===== config.mk =====
export PLATFORM = sky130hd
export DESIGN_NAME = cost_eval_sched
export DESIGN_NICKNAME = d
export VERILOG_FILES = /design/src/rtl/cost_sched_pkg.sv /design/src/rtl/rr_arb2.sv /design/src/rtl/cost_eval_sched.sv
export SDC_FILE = /design/constraint.sdc
export NUM_CORES = 1
export LEC_CHECK = 0
export BUFFER_PORTS_ARGS = -buffer_cell sky130_fd_sc_hd__clkbuf_2
export CORE_UTILIZATION = 44
export DETAILED_ROUTE_END_ITERATION = 6
export PLACE_DENSITY = 0.8
export SYNTH_ARGS = -nofsm -noshare
export SYNTH_HDL_FRONTEND = slang
export SYNTH_HIERARCHICAL = 1
export SYNTH_SLANG_ARGS = --single-unit

===== constraint.sdc =====
create_clock -name CLK -period 2 [get_ports CLK]
set_clock_uncertainty 0.05 [all_clocks]
set_input_delay 0.2 -clock CLK [delete_from_list [all_inputs] [get_ports CLK]]
set_output_delay 0.2 -clock CLK [all_outputs]
set_load 0.05 [all_outputs]

===== src/rtl/cost_sched_pkg.sv =====
// cost_sched_pkg: shared types, widths and the permutation slice helper for cost_eval_sched.
package cost_sched_pkg;
  localparam int WORKERS = 8;
  localparam int COST_W = 7;
  localparam int SUM_W = 10;
  localparam int PERM_W = 3 * WORKERS;
  typedef enum logic [1:0] {IDLE, RUN, RESP} state_t;
  function automatic logic [2:0] perm_job(input logic [PERM_W-1:0] perm, input logic [2:0] idx);
    return perm[3*idx +: 3];
  endfunction
endpackage


===== src/rtl/rr_arb2.sv =====
// rr_arb2: two-way round-robin arbiter; last-served pointer resets to engine 1 so engine 0 wins the first tie.
module rr_arb2 (
  input  logic       CLK,
  input  logic       RST_N,
  input  logic [1:0] valid,
  input  logic       upd,
  input  logic       upd_id,
  output logic [1:0] grant
);
  logic last;
  always_ff @(posedge CLK or negedge RST_N)
    if (!RST_N) last <= 1'b1;
    else if (upd) last <= upd_id;
  assign grant = &valid ? (last ? 2'b01 : 2'b10) : valid;
endmodule


===== src/rtl/cost_eval_sched.sv =====
// cost_eval_sched: shares one cost ROM between two search engines, summing eight reads per permutation.
// Optional early abort on bound overrun when COSTSCHED_EARLY_ABORT_EN is defined.
module cost_eval_sched
  import cost_sched_pkg::*;
(
  input  logic        CLK,
  input  logic        RST_N,
  input  logic [1:0]  req_valid,
  output logic [1:0]  req_ready,
  input  logic [47:0] req_perm,
  input  logic [19:0] req_bound,
  output logic [2:0]  W,
  output logic [2:0]  J,
  input  logic [6:0]  Cost,
  output logic [1:0]  rsp_valid,
  input  logic [1:0]  rsp_ready,
  output logic [9:0]  rsp_sum,
  output logic        rsp_abort,
  output logic        busy
);
  state_t state, nxt;
  logic [1:0] grant;
  logic [PERM_W-1:0] perm, sel_perm;
  logic [2:0] idx;
  logic [SUM_W-1:0] acc, sum;
  logic owner, hs, rsp_done, abort_hit, stop;
  assign sel_perm = grant[1] ? req_perm[47:24] : req_perm[23:0];
  assign sum = acc + {{(SUM_W-COST_W){1'b0}}, Cost};
  assign hs = state == IDLE && |grant;
  assign rsp_done = state == RESP && rsp_ready[owner];
  assign stop = idx == 3'd7 || abort_hit;
  assign rsp_sum = acc;
  rr_arb2 u_arb (
    .CLK(CLK),
    .RST_N(RST_N),
    .valid(req_valid),
    .upd(rsp_done),
    .upd_id(owner),
    .grant(grant)
  );
`ifdef COSTSCHED_EARLY_ABORT_EN
  logic [SUM_W-1:0] bound;
  logic abort_q;
  assign abort_hit = state == RUN && sum > bound;
  assign rsp_abort = abort_q;
  always_ff @(posedge CLK or negedge RST_N)
    if (!RST_N) begin
      bound <= '0;
      abort_q <= 1'b0;
    end else if (hs) begin
      bound <= grant[1] ? req_bound[19:10] : req_bound[9:0];
      abort_q <= 1'b0;
    end else if (state == RUN) abort_q <= abort_hit;
`else
  logic bound_unused;
  assign bound_unused = ^req_bound;
  assign abort_hit = 1'b0;
  assign rsp_abort = 1'b0;
`endif
  always_ff @(posedge CLK or negedge RST_N)
    if (!RST_N) state <= IDLE;
    else state <= nxt;
  always_comb
    nxt = state == IDLE ? (hs ? RUN : IDLE) :
          state == RUN  ? (stop ? RESP : RUN) :
          (rsp_ready[owner] ? IDLE : RESP);
  // req_ready is gated by RST_N so nothing looks accepted while reset is held
  always_comb begin
    req_ready = (state == IDLE && RST_N) ? grant : 2'b00;
    rsp_valid = state == RESP ? (owner ? 2'b10 : 2'b01) : 2'b00;
    busy = state != IDLE;
  end
  always_ff @(posedge CLK or negedge RST_N)
    if (!RST_N) begin
      perm <= '0;
      owner <= 1'b0;
      acc <= '0;
      idx <= '0;
      W <= '0;
      J <= '0;
    end else if (hs) begin
      perm <= sel_perm;
      owner <= grant[1];
      acc <= '0;
      idx <= '0;
      W <= '0;
      J <= perm_job(sel_perm, 3'd0);
    end else if (state == RUN) begin
      acc <= sum;
      if (!stop) begin
        idx <= idx + 3'd1;
        W <= idx + 3'd1;
        J <= perm_job(perm, idx + 3'd1);
      end
    end
endmodule


==> results of run 1 <==
## what timing repair did
item	in CTS	in global routing
hold endpoints to repair	1	0
setup endpoints to repair	0	25
gates resized for setup	0	2
hold buffers	1	0
## placed cells by master (no fill, tap or decap), types with 3 or more instances in the layout
master,n
sky130_fd_sc_hd__a21oi_1,8
sky130_fd_sc_hd__buf_4,5
sky130_fd_sc_hd__clkbuf_2,81
sky130_fd_sc_hd__clkbuf_8,6
sky130_fd_sc_hd__dfrtp_1,42
sky130_fd_sc_hd__ha_1,8
sky130_fd_sc_hd__inv_1,3
sky130_fd_sc_hd__mux2i_1,29
sky130_fd_sc_hd__mux4_1,6
sky130_fd_sc_hd__nand2_1,37
sky130_fd_sc_hd__nand3_1,6
sky130_fd_sc_hd__nor2_1,6
sky130_fd_sc_hd__o211ai_1,4
sky130_fd_sc_hd__o21a_1,4
sky130_fd_sc_hd__o21ai_0,37
## cell families (layout without fill, tap and decap cells)
| logic type | Yosys count | after routing |
|---|---|---|
| AO/OA/AOI/OAI | 71 | 72 |
| AND/OR/NAND/NOR | 58 | 58 |
| flip-flops | 44 | 44 |
| multiplexers | 35 | 35 |
| buffers and inverters | 17 | 100 |
| adder cells (fa/ha/maj) | 10 | 10 |
| XOR/XNOR | 4 | 4 |
| other | 1 | 1 |
## synthesized netlist by cell type, drive strengths merged
cell / instances / area, um2
dfrtp: 43 / 1080
mux4: 6 / 158
a211oi: 4 / 40.0
dfstp: 1 / 26.3
nor3: 1 / 5.00
buf: 8 / 53.8
and2b: 1 / 7.51
o21a: 4 / 30.0
a21o: 2 / 15.0
and3: 2 / 12.5
nor3b: 1 / 12.5
o21ai: 41 / 213
ha: 9 / 113
xnor2: 2 / 17.5
o211ai: 4 / 30.0
mux2i: 29 / 290
a21oi: 9 / 48.8
a22o: 1 / 8.76
o21bai: 2 / 15.0
conb: 1 / 3.75
xor2: 2 / 17.5
o31ai: 2 / 15.0
inv: 4 / 15.0
nand2: 37 / 139
nor2: 8 / 35.0
fa: 1 / 20.0
clkbuf: 5 / 18.8
nand2b: 2 / 12.5
a21boi: 2 / 18.8
nand3: 6 / 30.0
## power by group through the flow
| stage | Combinational, uW | Clock [uW] | Sequential (uW) |
|---|---|---|---|
| final | 2840 | 572 | 1650 |
| after global routing | 3100 | 611 | 1710 |
| after CTS | 2830 | 584 | 1650 |
| after detailed placement | 2820 | 0 | 1660 |
| after global placement | 2750 | 0 | 1640 |
| after floorplan | 1670 | 0 | 2140 |
## state kept, by name, summed over array words and instances, names as in the netlist
register and flops:
rsp_sum 10, perm 24, J 3, idx 3
owner 1, u_arb/last 1, state 2
## metal layers
metal	vias to the layer above	part of all wire	wire length, um	track usage
met5	-	0	0	0
met4	0	0.019	102	0.0736
met3	12	0.057	314	0.0294
met2	81	0.48	2610	0.296
met1	970	0.45	2470	0.230
li1	1034	-	-	-
## worst max-delay path by stage
stage                     cells past startpoint           end  slack (ns)        from
final                                         4  req_ready[1]        0.07  u_arb/last
after global routing                          7    rsp_sum[6]       -0.04  rsp_sum[0]
after CTS                                     7    rsp_sum[6]        0.03  rsp_sum[0]
after detailed placement                      7    rsp_sum[6]        0.06  rsp_sum[0]
after global placement                        7    rsp_sum[6]        0.09  rsp_sum[0]
after floorplan                               7    rsp_sum[8]        0.02  rsp_sum[0]
## worst register-to-register path, cell delays in order (launching register included)
cell                       delay [ns]
sky130_fd_sc_hd__dfrtp_2         0.43
sky130_fd_sc_hd__ha_4            0.18
sky130_fd_sc_hd__fa_2            0.37
sky130_fd_sc_hd__a211oi_2        0.22
sky130_fd_sc_hd__o21bai_1        0.12
sky130_fd_sc_hd__a21oi_2         0.16
sky130_fd_sc_hd__xor2_1          0.17
sky130_fd_sc_hd__o21ai_0         0.09
## metrics by stage
stage          worst slack, ns  hold slack, ns  utilization  setup TNS (ns)  cells
3_5_place_dp            0.0560           0.160        0.548               0    386
4_1_cts                 0.0279           0.140        0.567               0    395
3_3_place_gp            0.0900           0.149        0.548               0    386
5_1_grt                -0.0393           0.154        0.570         -0.0393    396
2_1_floorplan           0.0167          -0.146            -               0    240
6_report                0.0684           0.140        0.570               0    396
## area by class of cell
type | instances | area [um2]
fill | 491 | 2350
timing repair buffer | 88 | 464
multi-input combinational | 180 | 1360
sequential | 44 | 1100
clock buffer | 8 | 90.1
tap | 72 | 90.1
inverter | 4 | 15.0
==> results.ini, run 1 <==
[route]
detailroute.via_count=2097
detail_route.vias_per_cell=5.30
starting_drc_count_in_detailed_routing=127
route.detailed.wl_per_inst_um=13.9
drt_wl_total_um=5490
remaining_drc_errors=0
final_antenna_net_count=0
firstDrtPassIters=4

[synthesis]
synth_cells=240
synth_top_family_by_area=multiplexers
synth-simple-area-share=0.102
postSynthNetCount=331
synth.area.mux_share=0.179
yosysUniqueCellTypes=39
synth-compound-area-share=0.174
synth_area_um2=2500
post_synthesis_sequential_area_ratio=0.441
synth-warning-count=6
postSynthAreaPerCell_um2=10.4
post_synth_xor_area_fraction=0.0140
synth_fa_ha_area_frac=0.0531
synth-seq-cells=44

[min_path]
whs_path_depth=3
min_path_type=in2reg
min-delay-start=req_perm[23]
min_to=perm[23]

[setup_path]
data_arrival_time_of_the_worst_path_ns=1.68
crit_required_ns=1.75
worst_r2r_endpoint=rsp_sum[6]
category_of_the_worst_setup_path_capture_point=output pin
worst_path_top_cell_family_by_delay=buffers and inverters
ff2ff_path_depth=7
startpoint_type=flop
worst-r2r-setup-slack_ns=0.09
critical_path.reg2reg.startpoint=rsp_sum[0]
cpPeakStageDelay_ns=0.39
timing.setup.critical_path_class=reg2out
critical_path.n_buffers_inverters=2
crit_path_cell_trace=a21boi_4, buf_6, and3_1, clkbuf_2
path_max_fanout=20
critPathSlowestCell=sky130_fd_sc_hd__dfstp_2

[cts]
max-clock-path-buffers=2
tritoncts_num_sinks=44
ctsHtreeMaxLevel=2
ctsRootBufferMaster=sky130_fd_sc_hd__clkbuf_8
clk_transition_reported_paths_ns=0.08
tritoncts.num_buffers=5
tritoncts_clock_tree=yes
cts_setup_buffers=0
latest_clock_arrival_within_the_worst_skew_pair_ns=0.29

[pwr]
comb_power_share=0.561
power.sequential.fraction=0.326
fin_total_pwr_uw=5070
pwr_density_cell_nw_per_um2=1620
clock_network_fraction_of_design_power=0.113
reported_net_switching_power_uw=2360
power.leakage_uw=0.00155
internal_power_uw=2710
ir_worst_vdd_v=0.000696
p_sw_frac=0.466

[place]
finalWeightedCongestion=0.790
postPlaceCellArea_um2=3000
io_buffers=81
place_hpwl_um=4040

[final_layout]
antennaDiodeCount=0
final_nets=414
area.growth.synth_to_final_pct=24.9
fin_area_um2=3120
final_layout_size_suffix_gt1_frac=0.336

[status]
outcome=finished clean

[sta]
finalCriticalPeriod_ns=1.93
timing.max_slew.rel_slack=0.312
final_max_slew_viol_count=0
tightest_slew_ns=1.03
hold_violations=0
period_share=0.966
final_count_of_negative_setup_slack_endpoints=0
setup_repair_after_global_routing_missed_its_margin=yes
fmaxAchievable_mhz=518

[grt]
grt_antenna_before_repair=0
grt_max_degree=51
grtUsageTotal=0.178
grt_pass1_vias=1857
first_pass_grt_wire_length_um=8340
globalRoute.totalOverflow=0

[die]
floorplan.die_area_um2=5980
initial_core_util=0.456
ios=103
die_width_um=77.3
rows=27
core_area_um2=5470
die-height_um=77.3

[job]
maxCapViolations=0

Power figures use the tool's default switching activity.
==> run 2, diff against run 1 <==
--- a/config.mk
+++ b/config.mk
@@ -9,6 +9,7 @@
 export CORE_UTILIZATION = 44
 export DETAILED_ROUTE_END_ITERATION = 6
 export PLACE_DENSITY = 0.8
+export RECOVER_POWER = 25
 export SYNTH_ARGS = -nofsm -noshare
 export SYNTH_HDL_FRONTEND = slang
 export SYNTH_HIERARCHICAL = 1
==> run 2 against run 1 <==
  * First-iteration DRC count fell by 20%
  * Register-to-register slack about the same
  * Sequential cell count unchanged
  * Largest power group unchanged
  * Via count is 0.48% higher
  * Combinational power about the same
  * Non-clock buffer count unchanged
  * Global-route usage did not move
  * Sequential share of layout area rose by 0.10 points
  * Setup slack got worse by 0.0020 ns
  * Power down 0.16%
==> results.ini, run 2 (same netlist as run 1, synthesis figures left out) <==
[cts]
clk_transition_reported_paths_ns=0.08  ; about the same
tritoncts_num_sinks=44  ; unchanged
tritoncts.num_buffers=5  ; unchanged
latest_clock_arrival_within_the_worst_skew_pair_ns=0.29  ; about the same
ctsHtreeMaxLevel=2  ; unchanged
max-clock-path-buffers=2  ; unchanged
cts_setup_buffers=0  ; unchanged
tritoncts_clock_tree=yes
ctsRootBufferMaster=sky130_fd_sc_hd__clkbuf_8

[place]
place_hpwl_um=4040  ; unchanged
finalWeightedCongestion=0.790  ; unchanged
placement.setup.worst_slack_ns=0.0560  ; unchanged
dp_cells=386  ; unchanged
io_buffers=81  ; unchanged

[sta]
timing.max_slew.rel_slack=0.308  ; -0.00399
hold_violations=0  ; unchanged
fmaxAchievable_mhz=517  ; -0.10%
tightest_slew_ns=1.04  ; +0.00599 ns
period_share=0.967  ; +0.000998
final_count_of_negative_setup_slack_endpoints=0  ; unchanged
timing.final.ws_setup_ns=0.0664  ; -0.00200 ns
setup_repair_after_global_routing_missed_its_margin=yes
finalCriticalPeriod_ns=1.93  ; +0.00200 ns
final_max_slew_viol_count=0  ; unchanged
fin_tns_setup_ns=0  ; unchanged

[final_layout]
final_nets=414  ; unchanged
area.growth.synth_to_final_pct=24.6
layout_common_cells=sky130_fd_sc_hd__clkbuf_2 (80), sky130_fd_sc_hd__dfrtp_1 (42), sky130_fd_sc_hd__o21ai_0 (38), sky130_fd_sc_hd__nand2_1 (37), sky130_fd_sc_hd__mux2i_1 (29)
antennaDiodeCount=0  ; unchanged
largest_register=perm
layout.cells.most_common=sky130_fd_sc_hd__clkbuf_2
final_layout_size_suffix_gt1_frac=0.327  ; -0.00926
multi_input_area_um2=1350  ; -0.28%
final-seq-area_um2=1100  ; unchanged
num-fill-cells=495  ; +0.81%
post_layout_nonfiller_instances=396  ; unchanged
largest_reg_flops=24  ; unchanged

[setup_path]
category_of_the_worst_setup_path_capture_point=output pin
data_arrival_time_of_the_worst_path_ns=1.68  ; about the same
critPathSlowestCell=sky130_fd_sc_hd__dfstp_2
ff2ff_path_depth=7  ; unchanged
critical_path.reg2reg.startpoint=rsp_sum[0]
crit_path_cell_trace=a21boi_4, buf_6, and3_1, clkbuf_2
worst-r2r-setup-slack_ns=0.09  ; about the same
path_max_fanout=20  ; unchanged
crit_required_ns=1.75  ; about the same
startpoint_type=flop
timing.setup.critical_path_class=reg2out
worst_r2r_endpoint=rsp_sum[6]
cpPeakStageDelay_ns=0.39  ; about the same

[min_path]
min_to=perm[23]
whs_path_depth=3  ; unchanged
min_path_type=in2reg
min-delay-start=req_perm[23]

[grt]
grt_pass1_vias=1857  ; unchanged
first_pass_grt_wire_length_um=8340  ; unchanged
grt_max_degree=51  ; unchanged
grtUsageTotal=0.178  ; unchanged
globalRoute.totalOverflow=0  ; unchanged
grt_antenna_before_repair=0  ; unchanged

[route]
detailroute.via_count=2107  ; +0.48%
route.detailed.wl_per_inst_um=13.9  ; +0.33%
starting_drc_count_in_detailed_routing=102  ; -20%
detail_route.vias_per_cell=5.32  ; +0.48%
drt_wl_total_um=5510  ; +0.33%
final_antenna_net_count=0  ; unchanged
remaining_drc_errors=0  ; unchanged
firstDrtPassIters=4  ; unchanged

[die]
rows=27  ; unchanged
ios=103  ; unchanged
floorplan.die_area_um2=5980  ; unchanged
core_area_um2=5470  ; unchanged
die_width_um=77.3  ; unchanged
die-height_um=77.3  ; unchanged
initial_core_util=0.456  ; unchanged

[job]
maxCapViolations=0  ; unchanged

[status]
outcome=finished clean

[pwr]
pwr_density_cell_nw_per_um2=1630  ; +0.13%
power.leakage_uw=0.00154  ; -0.55%
ir_worst_vdd_v=0.000693  ; -0.46%

[run 2: timing repair]
action / in CTS / in global routing
setup endpoints to repair: 0 / 25
gates resized for setup: 0 / 2
hold endpoints to repair: 1 / 0
hold buffers: 1 / 0
[run 2: worst max-delay path: cells and delay by family (launching register included)]
kind | cells | cell delay (ns)
and+or+nand+nor | 1 | 0.19
AOI/OAI and AO/OA | 1 | 0.25
buffers and inverters | 2 | 0.55
DFF | 1 | 0.39
[run 2: worst max path at each step]
stage / endpoint / start / slack, ns / cells after the start
6_report: req_ready[1] / u_arb/last / 0.07 / 4
3_3_place_gp: rsp_sum[6] / rsp_sum[0] / 0.09 / 7
4_1_cts: rsp_sum[6] / rsp_sum[0] / 0.03 / 7
2_1_floorplan: rsp_sum[8] / rsp_sum[0] / 0.02 / 7
5_1_grt: rsp_sum[6] / rsp_sum[0] / -0.04 / 7
3_5_place_dp: rsp_sum[6] / rsp_sum[0] / 0.06 / 7
[run 2: per-stage QoR]
stage                util  power (uW)  hold slack (ns)  cell area [um2]
floorplan               -        3810           -0.146             2510
global placement    0.548        4390            0.149             3000
detailed placement  0.548        4480            0.160             3000
CTS                 0.567        5060            0.140             3100
global route        0.569        5410            0.154             3110
finish              0.569        5060            0.140             3110
[run 2: final cells by class]
cell class / count / share of cell area
Clock buffer: 8 / 0.0290
Inverter: 4 / 0.00483
Multi-Input combinational cell: 180 / 0.435
Sequential cell: 44 / 0.355
Tap cell: 72 / 0.0290
Timing Repair Buffer: 88 / 0.148
[run 2: where the power goes]
part	total, uW	switching, uW	internal (uW)
Clock	574	292	282
Combinational	2830	1760	1080
Sequential	1660	313	1340
Total	5060	2360	2700
[run 2: layer usage]
| metal | GRT usage | routed length (um) | vias to the layer above |
|---|---|---|---|
| met5 | 0 | 0 | - |
| met4 | 0.0736 | 102 | 0 |
| met3 | 0.0294 | 315 | 12 |
| met2 | 0.296 | 2610 | 87 |
| met1 | 0.230 | 2490 | 974 |
| li1 | - | - | 1034 |
==> run 3, diff against run 2 <==
==> constraint.sdc (replaced) <==
create_clock -name CLK -period 2 [get_ports CLK]
set_clock_uncertainty 0.05 [all_clocks]
set_input_delay 0.1 -clock CLK [delete_from_list [all_inputs] [get_ports CLK]]
set_output_delay 0.1 -clock CLK [all_outputs]
set_load 0.05 [all_outputs]
==> run 3 against run 2 <==
  * Final cell count grew 0.25%
  * Critical path depth grew 3
  * Die area is the same
  * Register-to-register slack is essentially flat
  * Largest cell class unchanged
  * Largest power group unchanged
==> results.ini, run 3 (same netlist as run 1, synthesis figures left out) <==
[place]
place_hpwl_um=4130  ; +2.2%
finalWeightedCongestion=0.814  ; +3.1%
io_buffers=81  ; unchanged

[setup_path]
crit_required_ns=2.13  ; +0.38 ns
category_of_the_worst_setup_path_capture_point=flop
crit_path_cell_trace=ha_4, fa_2, a211oi_2, o21bai_1, a21oi_2, xor2_1, o21ai_1
critPathSlowestCell=sky130_fd_sc_hd__dfrtp_2
worst_path_top_cell_family_by_delay=compound AO/OA/AOI/OAI gates
critical_path.n_buffers_inverters=0  ; -2
cpPeakStageDelay_ns=0.44  ; +0.05 ns
timing.setup.critical_path_class=reg2reg
path_max_fanout=3  ; -85%
startpoint_type=flop
data_arrival_time_of_the_worst_path_ns=2.05  ; +0.37 ns

[sta]
tightest_slew_ns=1.06  ; +0.0259 ns
period_share=0.960  ; -0.00657
fin_tns_setup_ns=0  ; unchanged
timing.max_slew.rel_slack=0.291  ; -0.0172
final_count_of_negative_setup_slack_endpoints=0  ; unchanged
final_max_slew_viol_count=0  ; unchanged
fmaxAchievable_mhz=521  ; +0.68%
hold_violations=0  ; unchanged
finalCriticalPeriod_ns=1.92  ; -0.0131 ns

[route]
route.top_layer_used=met4
starting_drc_count_in_detailed_routing=140  ; +37%
wl_met3_um=314  ; -0.32%
firstDrtPassIters=4  ; unchanged
route.detailed.wl_per_inst_um=14.2  ; +2.3%
final_antenna_net_count=0  ; unchanged
detailroute.via_count=2080  ; -1.3%
drt_wl_total_um=5650  ; +2.6%
route.met2.wl_um=2650  ; +1.6%
detail_route.vias_per_cell=5.24  ; -1.5%
wirelength_met1_um=2600  ; +4.7%
remaining_drc_errors=0  ; unchanged

[die]
rows=27  ; unchanged
die-height_um=77.3  ; unchanged
die_width_um=77.3  ; unchanged
ios=103  ; unchanged
initial_core_util=0.456  ; unchanged
core_area_um2=5470  ; unchanged
floorplan.die_area_um2=5980  ; unchanged

[final_layout]
layout.cells.most_common=sky130_fd_sc_hd__clkbuf_2
final_layout_size_suffix_gt1_frac=0.338  ; +0.0113
layout_common_cells=sky130_fd_sc_hd__clkbuf_2 (80), sky130_fd_sc_hd__dfrtp_1 (42), sky130_fd_sc_hd__nand2_1 (37), sky130_fd_sc_hd__o21ai_0 (36), sky130_fd_sc_hd__mux2i_1 (29)
area.growth.synth_to_final_pct=26.1
final_nets=415  ; +0.24%
antennaDiodeCount=0  ; unchanged
largest_register=perm
largest_reg_flops=24  ; unchanged
utilization=0.575  ; +0.00663

[cts]
latest_clock_arrival_within_the_worst_skew_pair_ns=0.30  ; about the same
tritoncts_clock_tree=yes
clk_transition_reported_paths_ns=0.09  ; about the same
tritoncts_num_sinks=44  ; unchanged
max-clock-path-buffers=2  ; unchanged
ctsRootBufferMaster=sky130_fd_sc_hd__clkbuf_8
tritoncts.num_buffers=5  ; unchanged
ctsHtreeMaxLevel=2  ; unchanged

[pwr]
pwr_density_cell_nw_per_um2=1670  ; +2.9%
ir_worst_vdd_v=0.000566  ; -18%
power.leakage_uw=0.00156  ; +1.3%

[grt]
grtUsageTotal=0.189  ; +0.0114
grt_pass1_vias=1868  ; +0.59%
grt_max_degree=51  ; unchanged
grt_antenna_before_repair=0  ; unchanged
globalRoute.totalOverflow=0  ; unchanged
first_pass_grt_wire_length_um=8740  ; +4.8%

[status]
outcome=finished clean

[min_path]
min_path_type=in2reg

[job]
maxCapViolations=0  ; unchanged

run 3: what timing repair did:
item                                    in CTS  in global routing
resized for setup                            0                  1
buffers inserted                             0                  1
endpoints found under the setup margin       0                 22
endpoints found under the hold margin       44                  0
hold buffers                                 1                  0
run 3: path summary, 6_finish.rpt:
path	to	cells past startpoint	slack, ns	startpoint
worst max-delay path	rsp_sum[6]	7	0.08	rsp_sum[0]
worst min-delay path	perm[3]	3	0.03	req_perm[3]
worst max register to register	rsp_sum[6]	7	0.08	rsp_sum[0]
worst min register to register	perm[7]	2	0.43	perm[7]
max in group asynchronous	rsp_sum[0]	3	0.39	RST_N
min in group asynchronous	u_arb/last	2	0.39	RST_N
run 3: per-stage QoR:
step	setup WS (ns)	hold WS (ns)	total power [uW]	instances	area, um2
floorplan	0.0167	-0.246	3810	240	2510
global placement	0.0852	0.0491	4390	386	3000
detailed placement	0.0537	0.0562	4500	386	3000
CTS	0.000327	0.0313	5250	395	3140
global route	-0.00000377	0.0449	5640	397	3150
finish	0.0795	0.0315	5270	397	3150
run 3: power breakdown:
part	switching (uW)	total, uW	internal [uW]	leakage [uW]
Clock	309	750	441	0.0000645
Sequential	319	1660	1340	0.000533
Combinational	1770	2860	1090	0.000965
run 3: layout make-up:
type,count,area (um2)
well taps,72,90.1
inverters,4,15.0
multi-input cells,180,1350
clock inverters,1,30.0
repair buffers,89,463
clock buffers,7,96.3
fillers,479,2320
flip-flops and latches,44,1100
run 3: tightest hold or removal path: cells and delay by family:
kind | cells | cell delay (ns)
compound gates | 1 | 0.11
buf+inv | 1 | 0.07
mux | 1 | 0.06
run 3: per-layer routing:
| metal | global-route usage | vias to the layer above |
|---|---|---|
| met2 | 0.303 | 77 |
| li1 | - | 1033 |
| met4 | 0.0736 | 0 |
| met5 | 0 | - |
| met1 | 0.248 | 962 |
| met3 | 0.0447 | 8 |
